## src/rtl/bit_pattern_serializer_if.sv

```systemverilog
// Load handshake and serial output bundle for bit_pattern_serializer.
// master drives patterns and control; slave (the serializer) drives the bit stream.
interface bit_pattern_serializer_if #(
  parameter int WIDTH = 8,
  parameter int LW    = $clog2(WIDTH + 1),
  parameter int IW    = $clog2(WIDTH)
);
  logic [WIDTH-1:0] load_data;
  logic [LW-1:0]    load_len;
  logic             load_valid;
  logic             load_ready;
  logic             loop;
  logic             abort;
  logic             x;
  logic             x_valid;
  logic             busy;
  logic [IW-1:0]    bit_index;

  modport master (
    output load_data, load_len, load_valid, loop, abort,
    input  load_ready, x, x_valid, busy, bit_index
  );

  modport slave (
    input  load_data, load_len, load_valid, loop, abort,
    output load_ready, x, x_valid, busy, bit_index
  );
endinterface

```

## src/rtl/bit_pattern_serializer.sv

```systemverilog
// Parallel-to-serial pattern source, MSB first, DIV clocks per bit; first x_valid 1 cycle after accept.
// load_ready only in IDLE, loads offered while busy are ignored (never stalls); abort ends a burst next edge.
module bit_pattern_serializer #(
  parameter int WIDTH = 8,
  parameter int DIV   = 4,
  parameter int LW    = $clog2(WIDTH + 1),
  parameter int IW    = $clog2(WIDTH)
) (
  input logic                     clk,
  input logic                     reset,
  bit_pattern_serializer_if.slave bus
);
  localparam int              DW       = (DIV > 1) ? $clog2(DIV) : 1;
  localparam logic [DW-1:0]   DIV_LAST = DW'(DIV - 1);
  localparam logic [LW-1:0]   WIDTH_L  = LW'(WIDTH);

  typedef enum logic {IDLE, SHIFT} state_t;

  state_t           state_q, state_n;
  logic [WIDTH-1:0] pat_q, pat_n;
  logic [IW-1:0]    last_q, last_n;
  logic [IW-1:0]    bcnt_q, bcnt_n;
  logic [DW-1:0]    dcnt_q, dcnt_n;
  logic [LW-1:0]    eff_len;
  logic [IW-1:0]    eff_last;

  // Zero or oversize lengths fall back to the full pattern width.
  always_comb begin
    eff_len  = ((bus.load_len == '0) || (bus.load_len > WIDTH_L)) ? WIDTH_L : bus.load_len;
    eff_last = IW'(eff_len - LW'(1));
  end

  always_comb begin
    state_n = state_q;
    pat_n   = pat_q;
    last_n  = last_q;
    bcnt_n  = bcnt_q;
    dcnt_n  = dcnt_q;
    case (state_q)
      IDLE: begin
        if (bus.load_valid && bus.load_ready) begin
          state_n = SHIFT;
          pat_n   = bus.load_data;
          last_n  = eff_last;
          bcnt_n  = eff_last;
          dcnt_n  = '0;
        end
      end
      SHIFT: begin
        if (bus.abort) begin
          state_n = IDLE;
        end else if (dcnt_q != DIV_LAST) begin
          dcnt_n = dcnt_q + DW'(1);
        end else begin
          dcnt_n = '0;
          if (bcnt_q != '0) begin
            bcnt_n = bcnt_q - IW'(1);
          end else if (bus.loop) begin
            bcnt_n = last_q;
          end else begin
            state_n = IDLE;
          end
        end
      end
      default: state_n = IDLE;
    endcase
  end

  // Outputs are registered from next-state values so they line up with the state they describe.
  always_ff @(posedge clk or posedge reset) begin
    if (reset) begin
      state_q        <= IDLE;
      pat_q          <= '0;
      last_q         <= '0;
      bcnt_q         <= '0;
      dcnt_q         <= '0;
      bus.load_ready <= 1'b1;
      bus.x          <= 1'b0;
      bus.x_valid    <= 1'b0;
      bus.busy       <= 1'b0;
      bus.bit_index  <= '0;
    end else begin
      state_q        <= state_n;
      pat_q          <= pat_n;
      last_q         <= last_n;
      bcnt_q         <= bcnt_n;
      dcnt_q         <= dcnt_n;
      bus.load_ready <= (state_n == IDLE);
      bus.busy       <= (state_n == SHIFT);
      bus.x          <= (state_n == SHIFT) && pat_n[bcnt_n];
      bus.x_valid    <= (state_n == SHIFT) && (dcnt_n == '0);
      bus.bit_index  <= (state_n == SHIFT) ? bcnt_n : '0;
    end
  end
endmodule

```

## src/flat_wrapper.sv

```systemverilog
// flat-port wrapper written by rule: the top's interface ports become plain ports
module bit_pattern_serializer_flat 
#(
  parameter int WIDTH = 8,
  parameter int DIV   = 4,
  parameter int LW    = $clog2(WIDTH + 1),
  parameter int IW    = $clog2(WIDTH)
)
  (clk, reset, bus_load_data, bus_load_len, bus_load_valid, bus_loop, bus_abort, bus_load_ready, bus_x, bus_x_valid, bus_busy, bus_bit_index);
  bit_pattern_serializer_if #(.WIDTH(WIDTH), .LW(LW), .IW(IW)) bus_i ();
  input logic clk;
  input logic reset;
  input wire logic [$bits(bus_i.load_data)-1:0] bus_load_data;
  input wire logic [$bits(bus_i.load_len)-1:0] bus_load_len;
  input wire logic [$bits(bus_i.load_valid)-1:0] bus_load_valid;
  input wire logic [$bits(bus_i.loop)-1:0] bus_loop;
  input wire logic [$bits(bus_i.abort)-1:0] bus_abort;
  output wire logic [$bits(bus_i.load_ready)-1:0] bus_load_ready;
  output wire logic [$bits(bus_i.x)-1:0] bus_x;
  output wire logic [$bits(bus_i.x_valid)-1:0] bus_x_valid;
  output wire logic [$bits(bus_i.busy)-1:0] bus_busy;
  output wire logic [$bits(bus_i.bit_index)-1:0] bus_bit_index;
  assign bus_i.load_data = bus_load_data;
  assign bus_i.load_len = bus_load_len;
  assign bus_i.load_valid = bus_load_valid;
  assign bus_i.loop = bus_loop;
  assign bus_i.abort = bus_abort;
  assign bus_load_ready = bus_i.load_ready;
  assign bus_x = bus_i.x;
  assign bus_x_valid = bus_i.x_valid;
  assign bus_busy = bus_i.busy;
  assign bus_bit_index = bus_i.bit_index;
  bit_pattern_serializer #(.WIDTH(WIDTH), .DIV(DIV), .LW(LW), .IW(IW)) u_core (.clk(clk), .reset(reset), .bus(bus_i));
endmodule
```

## config.mk

```make
export PLATFORM = sky130hd
export DESIGN_NAME = bit_pattern_serializer_flat
export DESIGN_NICKNAME = d
export VERILOG_FILES = /design/src/rtl/bit_pattern_serializer_if.sv /design/src/rtl/bit_pattern_serializer.sv /design/src/flat_wrapper.sv
export SDC_FILE = /design/constraint.sdc
export NUM_CORES = 1
export LEC_CHECK = 0
export ABC_AREA = 0
export BUFFER_PORTS_ARGS = -buffer_cell sky130_fd_sc_hd__buf_2
export CORE_MARGIN = 5
export CORE_UTILIZATION = 53
export DETAILED_ROUTE_END_ITERATION = 8
export HOLD_SLACK_MARGIN = 0.08
export PLACE_DENSITY = 0.8
export SYNTH_ARGS = -nofsm -noshare
export SYNTH_HDL_FRONTEND = slang
export SYNTH_SLANG_ARGS = --single-unit
```

## constraint.sdc

```tcl
create_clock -name clk -period 3.15 [get_ports clk]
set_input_delay 0.1575 -clock clk [delete_from_list [all_inputs] [get_ports clk]]
set_output_delay 0.1575 -clock clk [all_outputs]
set_load 0.005 [all_outputs]
```

### Yosys cells after proc, flatten, opt, wreduce, memory -nomap -nowiden

Index checks and enable logic that the tools add are counted.

* add/sub/neg operators: 3
* multiply operators: 0
* divide/modulo/power cells: 0
* $lt $le $gt $ge: 2
* eq/ne operators: 1
* shift-type cells: 0
* mux-type cells: 22
* bitwise gates (word level): 2
* reductions and logical operators: 8

Operators with widths (number)
* 3-bit 2-to-1 mux: 7
* 8-bit 2-to-1 mux: 2
* 1-bit 2-to-1 mux: 6
* 2-bit 2-to-1 mux: 3
* 3-bit case mux with 2 select lines: 1
* 3-bit by 1-bit subtractor with 3-bit output, second input constant: 2
* 4-bit greater-than comparator, second input constant: 1
* 4-bit zero test: 1
* 3-bit by 4-bit less-than comparator with 1-bit output, second input constant: 1
* 2-bit case mux with 2 select lines: 1
* 1-bit binary-select mux with 3-bit select: 1
* 1-bit logical AND: 3
* 3-bit nonzero test: 1
* 2-bit by 1-bit adder with 2-bit output, second input constant: 1
* 2-bit zero test: 1
* 2-bit inequality test, second input constant: 1
* 1-bit NOT: 2
* 1-bit case mux with 2 select lines: 1
* 2-bit AND reduction: 1
* 1-bit logical OR: 1

* register bits after elaboration: 23
* latch bits: 0
* bits in writable memories: 0
* ROM bits: 0
* bits of input ports: 17
* output and inout port bits: 7
* word-level logic and storage cells: 47
* memories: 0

### Depth between registers and ports, before layout

* depth after elaboration: 9
* mapped depth: 9
* depth with buffers taken out: 9

### Worst setup path before layout

Ideal clock, no wire load.

* kind: register -> register
* start: register u_core.bcnt_q[0]
* end: register u_core.bus.x
* library setup time: 0.129 ns
* data arrival time: 2.155 ns
* data required time: 3.021 ns
* slack: 0.866 ns
* cell stages (with the launch flop): 10
* buffers on the path: 1
* clock period less this slack: 2.284 ns
* cells stage by stage: dfrtp_1 inv_1 ha_1 nor3b_2 o211a_1 or2_0 clkbuf_2 or3_1 o2111a_1 o41a_1

* word-level cells in the longest chain between the ends: 8
* elaborated cells on any way between the ends: 15
* classes of those cells: add/sub (1); mux (12); reduce/logical (2)

RTL lines
* start, declared: RTL line bit_pattern_serializer.sv:22 `logic [IW-1:0] bcnt_q, bcnt_n;`
* start signal, assigned: RTL line bit_pattern_serializer.sv:86 `bcnt_q <= bcnt_n;`
* 3-bit by 1-bit subtractor with 3-bit output, or another cell as far along: RTL line bit_pattern_serializer.sv:57 `bcnt_n = bcnt_q - IW'(1);`
* 3-bit 2-to-1 mux: RTL line bit_pattern_serializer.sv:56 `if (bcnt_q != '0) begin`
* 3-bit 2-to-1 mux: RTL line bit_pattern_serializer.sv:52 `end else if (dcnt_q != DIV_LAST) begin`
* 3-bit 2-to-1 mux: RTL line bit_pattern_serializer.sv:50 `if (bus.abort) begin`
* 3-bit case mux with 2 select lines: RTL line bit_pattern_serializer.sv:39 `case (state_q)`
* 1-bit binary-select mux with 3-bit select: RTL line bit_pattern_serializer.sv:90 `bus.x <= (state_n == SHIFT) && pat_n[bcnt_n];`
* 1-bit 2-to-1 mux (not written as such): RTL line bit_pattern_serializer.sv:90
* 1-bit logical AND (*): RTL line bit_pattern_serializer.sv:90
* end signal, assigned: RTL line bit_pattern_serializer.sv:90
* end, declared: RTL line bit_pattern_serializer_if.sv:26 `output load_ready, x, x_valid, busy, bit_index`

Mark *: on every way between the ends. The rest lies on a longest branch, timed or not. The select of a mux whose other input is x is not followed.
A chain may end at the register's enable or synchronous reset.

### Final worst setup path

* start: register u_core.bcnt_q[0]
* end: register u_core.bus.x

* word-level cells in the longest chain between the ends: 8
* elaborated cells on any way between the ends: 15
* classes of those cells: add/sub (1); mux (12); reduce/logical (2)

RTL lines (RTL line)
* 3-bit by 1-bit subtractor with 3-bit output, or another cell as far along: bit_pattern_serializer.sv:57
* 3-bit 2-to-1 mux: bit_pattern_serializer.sv:56
* 3-bit 2-to-1 mux: bit_pattern_serializer.sv:52
* 3-bit 2-to-1 mux: bit_pattern_serializer.sv:50
* 3-bit case mux with 2 select lines (*): bit_pattern_serializer.sv:39
* via u_core.bcnt_n[0]: bit_pattern_serializer.sv:22
* 1-bit binary-select mux with 3-bit select (*): bit_pattern_serializer.sv:90
* 1-bit 2-to-1 mux (not written as such) (*): bit_pattern_serializer.sv:90
* 1-bit logical AND (*): bit_pattern_serializer.sv:90

Mark *: on every way through the listed nets, which the timed path passes. The rest lies on a longest branch. The select of a mux whose other input is x is not followed.

==> run_results.csv <==
group,metric,value,unit
yosys,async_flop_share,100,%
clocking,htree_levels,1,
job,cap_violations,0,
global_route,grt_util_met3,2.94,%
sta,fmax,402,MHz
global_route,grt_max_degree,24,
yosys,postSynthCellCount,112,
route,antenna_left,0,
critical_path,startpoint,"u_core.bcnt_q[0]",
sta,fin_setup_tns,0,ns
critical_path,required,3.35,ns
die,die_y,57.1,um
power_and_ir_drop,irDropWorstVdd,0.000550,V
clocking,cts.root.buffer_cell,"clkbuf_4",
global_route,grtUsageTotal,16.4,%
power_and_ir_drop,power.density,840,nW/um^2
global_route,grt_util_met2,27.4,%
clocking,cts_made_buffers,3,
hold_path,hp-class,"primary input to flop",
cells_and_area,diodes,0,
critical_path,critPathCaptureType,"flop",
critical_path,r2r_cells,8,
sta,slew_violations,0,
sta,fin_ws,0.661,ns
placed_design,place.gp.congestion,0.903,
sta,min_period_over_period,79.0,%
die,initial_core_util,54.1,%
yosys,synth.distinct_cells,35,
yosys,synth_top_cell_by_area,"dfrtp_1",
clocking,worst_skew_pair.late_latency,0.30,ns
clocking,clockBufferDepth,2,
route,drt_wl_total,2390,um
placed_design,dp_slack,0.699,ns
cells_and_area,syn2layout_area_growth,16.4,%
critical_path,cp-endpoint,"u_core.bus.x",
critical_path,worstPathMaxFanout,6,
die,rows,17,
cells_and_area,drive_gt1_share,25.9,%
cells_and_area,multiInputGateArea,564,sq um
route,drc,0,
sta,clock_skew,0.00116,ns
global_route,antenna_found_initial,0,
placed_design,placed_area,1310,sq um
sta,setup_viol,0,
cells_and_area,seqCellArea,577,sq um
yosys,syn_nets,133,
cells_and_area,fin_nets,161,
cells_and_area,fin_cells,167,
yosys,yosysWarningCount,0,
clocking,cts_tree,"built",
clocking,cts_resized,0,
route,route.vias.total,912,
yosys,synth_area_per_cell,10.5,sq um
critical_path,reg2reg_to,"u_core.bus.x",
yosys,ys_ff_latch,23,
route,via_per_inst,5.46,
hold_path,hold_start,"bus_load_data[5]",
die,core_area,2170,sq um
global_route,met1_usage,20.4,%
die,io_pins,24,
route,drtIter0Drc,25,
sta,worst_pin_slew,0.840,ns
yosys,syn_area,1170,sq um
sta,whs,0.0987,ns
power_and_ir_drop,p_leak,0.672,nW
route,firstDrtPassIters,4,
cells_and_area,post-route-util,63.0,%
yosys,seq_area_frac_synth,49.1,%
cells_and_area,n_fill_cell,188,
placed_design,io_buffer_count,23,
die,die-width,57.1,um
global_route,grt.busiest_layer,"met2",
placed_design,dpl.cell_count,160,
critical_path,ff2ff_setup_slack,0.66,ns
yosys,synth-edff-count,0,
route,wl_per_cell,14.3,um
global_route,grt-ovfl-total,0,
sta,rsz0062_at_grt,"no",
critical_path,cp-start-kind,"flop",
global_route,grt_pass1_wl,4160,um
yosys,yosys_most_used_dff,"dfrtp_1",
critical_path,cp.arrival,2.68,ns
run_status,status,"finished, final reports clean",
clocking,clkSinkCount,23,
sta,final.min_clock_period,2.49,ns
cells_and_area,fin_area,1370,sq um
critical_path,reg2reg_from,"u_core.bcnt_q[0]",
yosys,synthTopCellsByArea,"dfrtp_1, mux2_2, ha_1",
yosys,post-synth-top-area-fraction,46.9,%
power_and_ir_drop,finalPower,1.15,mW
sta,hold_viol,0,
die,die-area,3260,sq um
placed_design,hpwlAfterDp,1860,um
sta,slew_headroom,43.9,%
global_route,grt_pass1_vias,924,
hold_path,whs_path_depth,2,
critical_path,crit_type,"flop to flop",
clocking,path_clk_slew,0.12,ns
-- worst min-delay path by stage --
stage               slack (ns)                      end
CTS                       0.09          u_core.pat_q[5]
global route              0.08          u_core.pat_q[1]
floorplan                 0.16         u_core.bcnt_q[0]
detailed placement        0.36  u_core.bus.bit_index[0]
finish                     0.1          u_core.pat_q[5]
global placement          0.35          u_core.pat_q[2]
-- cell usage after synthesis (2+ instances only) --
cell type,count
dfrtp_1,22
nand2_1,11
nor2_1,10
mux2_2,7
inv_1,5
nand2b_1,5
o21ai_0,5
a21oi_1,4
ha_1,4
nor3_1,4
and2_1,3
mux2i_1,3
nor4_1,3
a211o_1,2
nor2b_1,2
o2111a_1,2
or3_1,2
-- state kept, by name (all words and copies together) (netlist names) --
signal and flops:
u_core.last_q 3, u_core.bcnt_q 3, u_core.pat_q 8, u_core.bus.busy 1, u_core.bus.bit_index 3, u_core.bus.load_ready 1
u_core.bus.x_valid 1, u_core.dcnt_q 2, u_core.bus.x 1
-- cell type report --
class                      instances  area share [%]
multi-input combinational         81            41.3
sequential                        23            42.2
clock buffer                       4            1.92
timing repair buffer              26            10.6
tap                               28            2.56
inverter                           5            1.37
-- layout by cell type, fill, tap and decap left out --
cell and instances:
nand2b_1 5, nor3b_1 1, dfstp_2 1, o21ai_0 5, or2_0 1, dlygate4sd3_1 3
nor4_1 3, or2b_1 1, nand2_1 11, nand3_1 1, nor3b_2 1, nor2b_1 2
and2_1 3, o41a_1 1, nand3b_4 1, nor2_1 10, mux2i_1 3, xnor2_1 1
a2111oi_0 1, a21boi_0 1, mux2_2 7, o211a_1 1, and2_0 1, ha_1 4
dfrtp_1 22, o2111a_1 2, o2bb2ai_1 1, inv_1 5, o21a_1 1, clkbuf_1 1
or3_1 2, a21oi_1 4, buf_2 23, clkbuf_4 3, nor3_1 4, a211o_1 2
-- per-layer routing --
layer | part of all wire (%) | vias up
met1 | 43 | 438
li1 | - | 445
met3 | 3.8 | 8
met5 | 0 | -
met4 | 2.5 | 0
met2 | 51 | 21
-- kinds of logic after synthesis --
kind of cell,count (synthesis),synth area share (%)
XOR/XNOR,1,0.746
AO/OA/AOI/OAI,19,11.8
adder cells (fa/ha/maj),4,4.26
AND/OR/NAND/NOR,47,22.0
flip-flops,23,49.1
multiplexers,10,9.28
buffers and inverters,8,2.77
-- power breakdown --
group,switching (mW),internal (mW)
clock,0.0818,0.0494
sequential,0.0792,0.435
combinational,0.272,0.231
total,0.433,0.715
-- worst max-delay path, stage by stage, from the launching register on --
cell and delay [ns]:
dfrtp_1 0.39, inv_1 0.12, ha_1 0.23, nor3b_2 0.35
o211a_1 0.23, or2_0 0.28, nor2_1 0.13, o2111a_1 0.25
o41a_1 0.39
-- repair_timing --
action | in CTS | in global routing
hold endpoints to repair | 24 | 0
hold buffers | 3 | 0
setup buffers | 0 | 0
(Power assumes the default switching activity.)
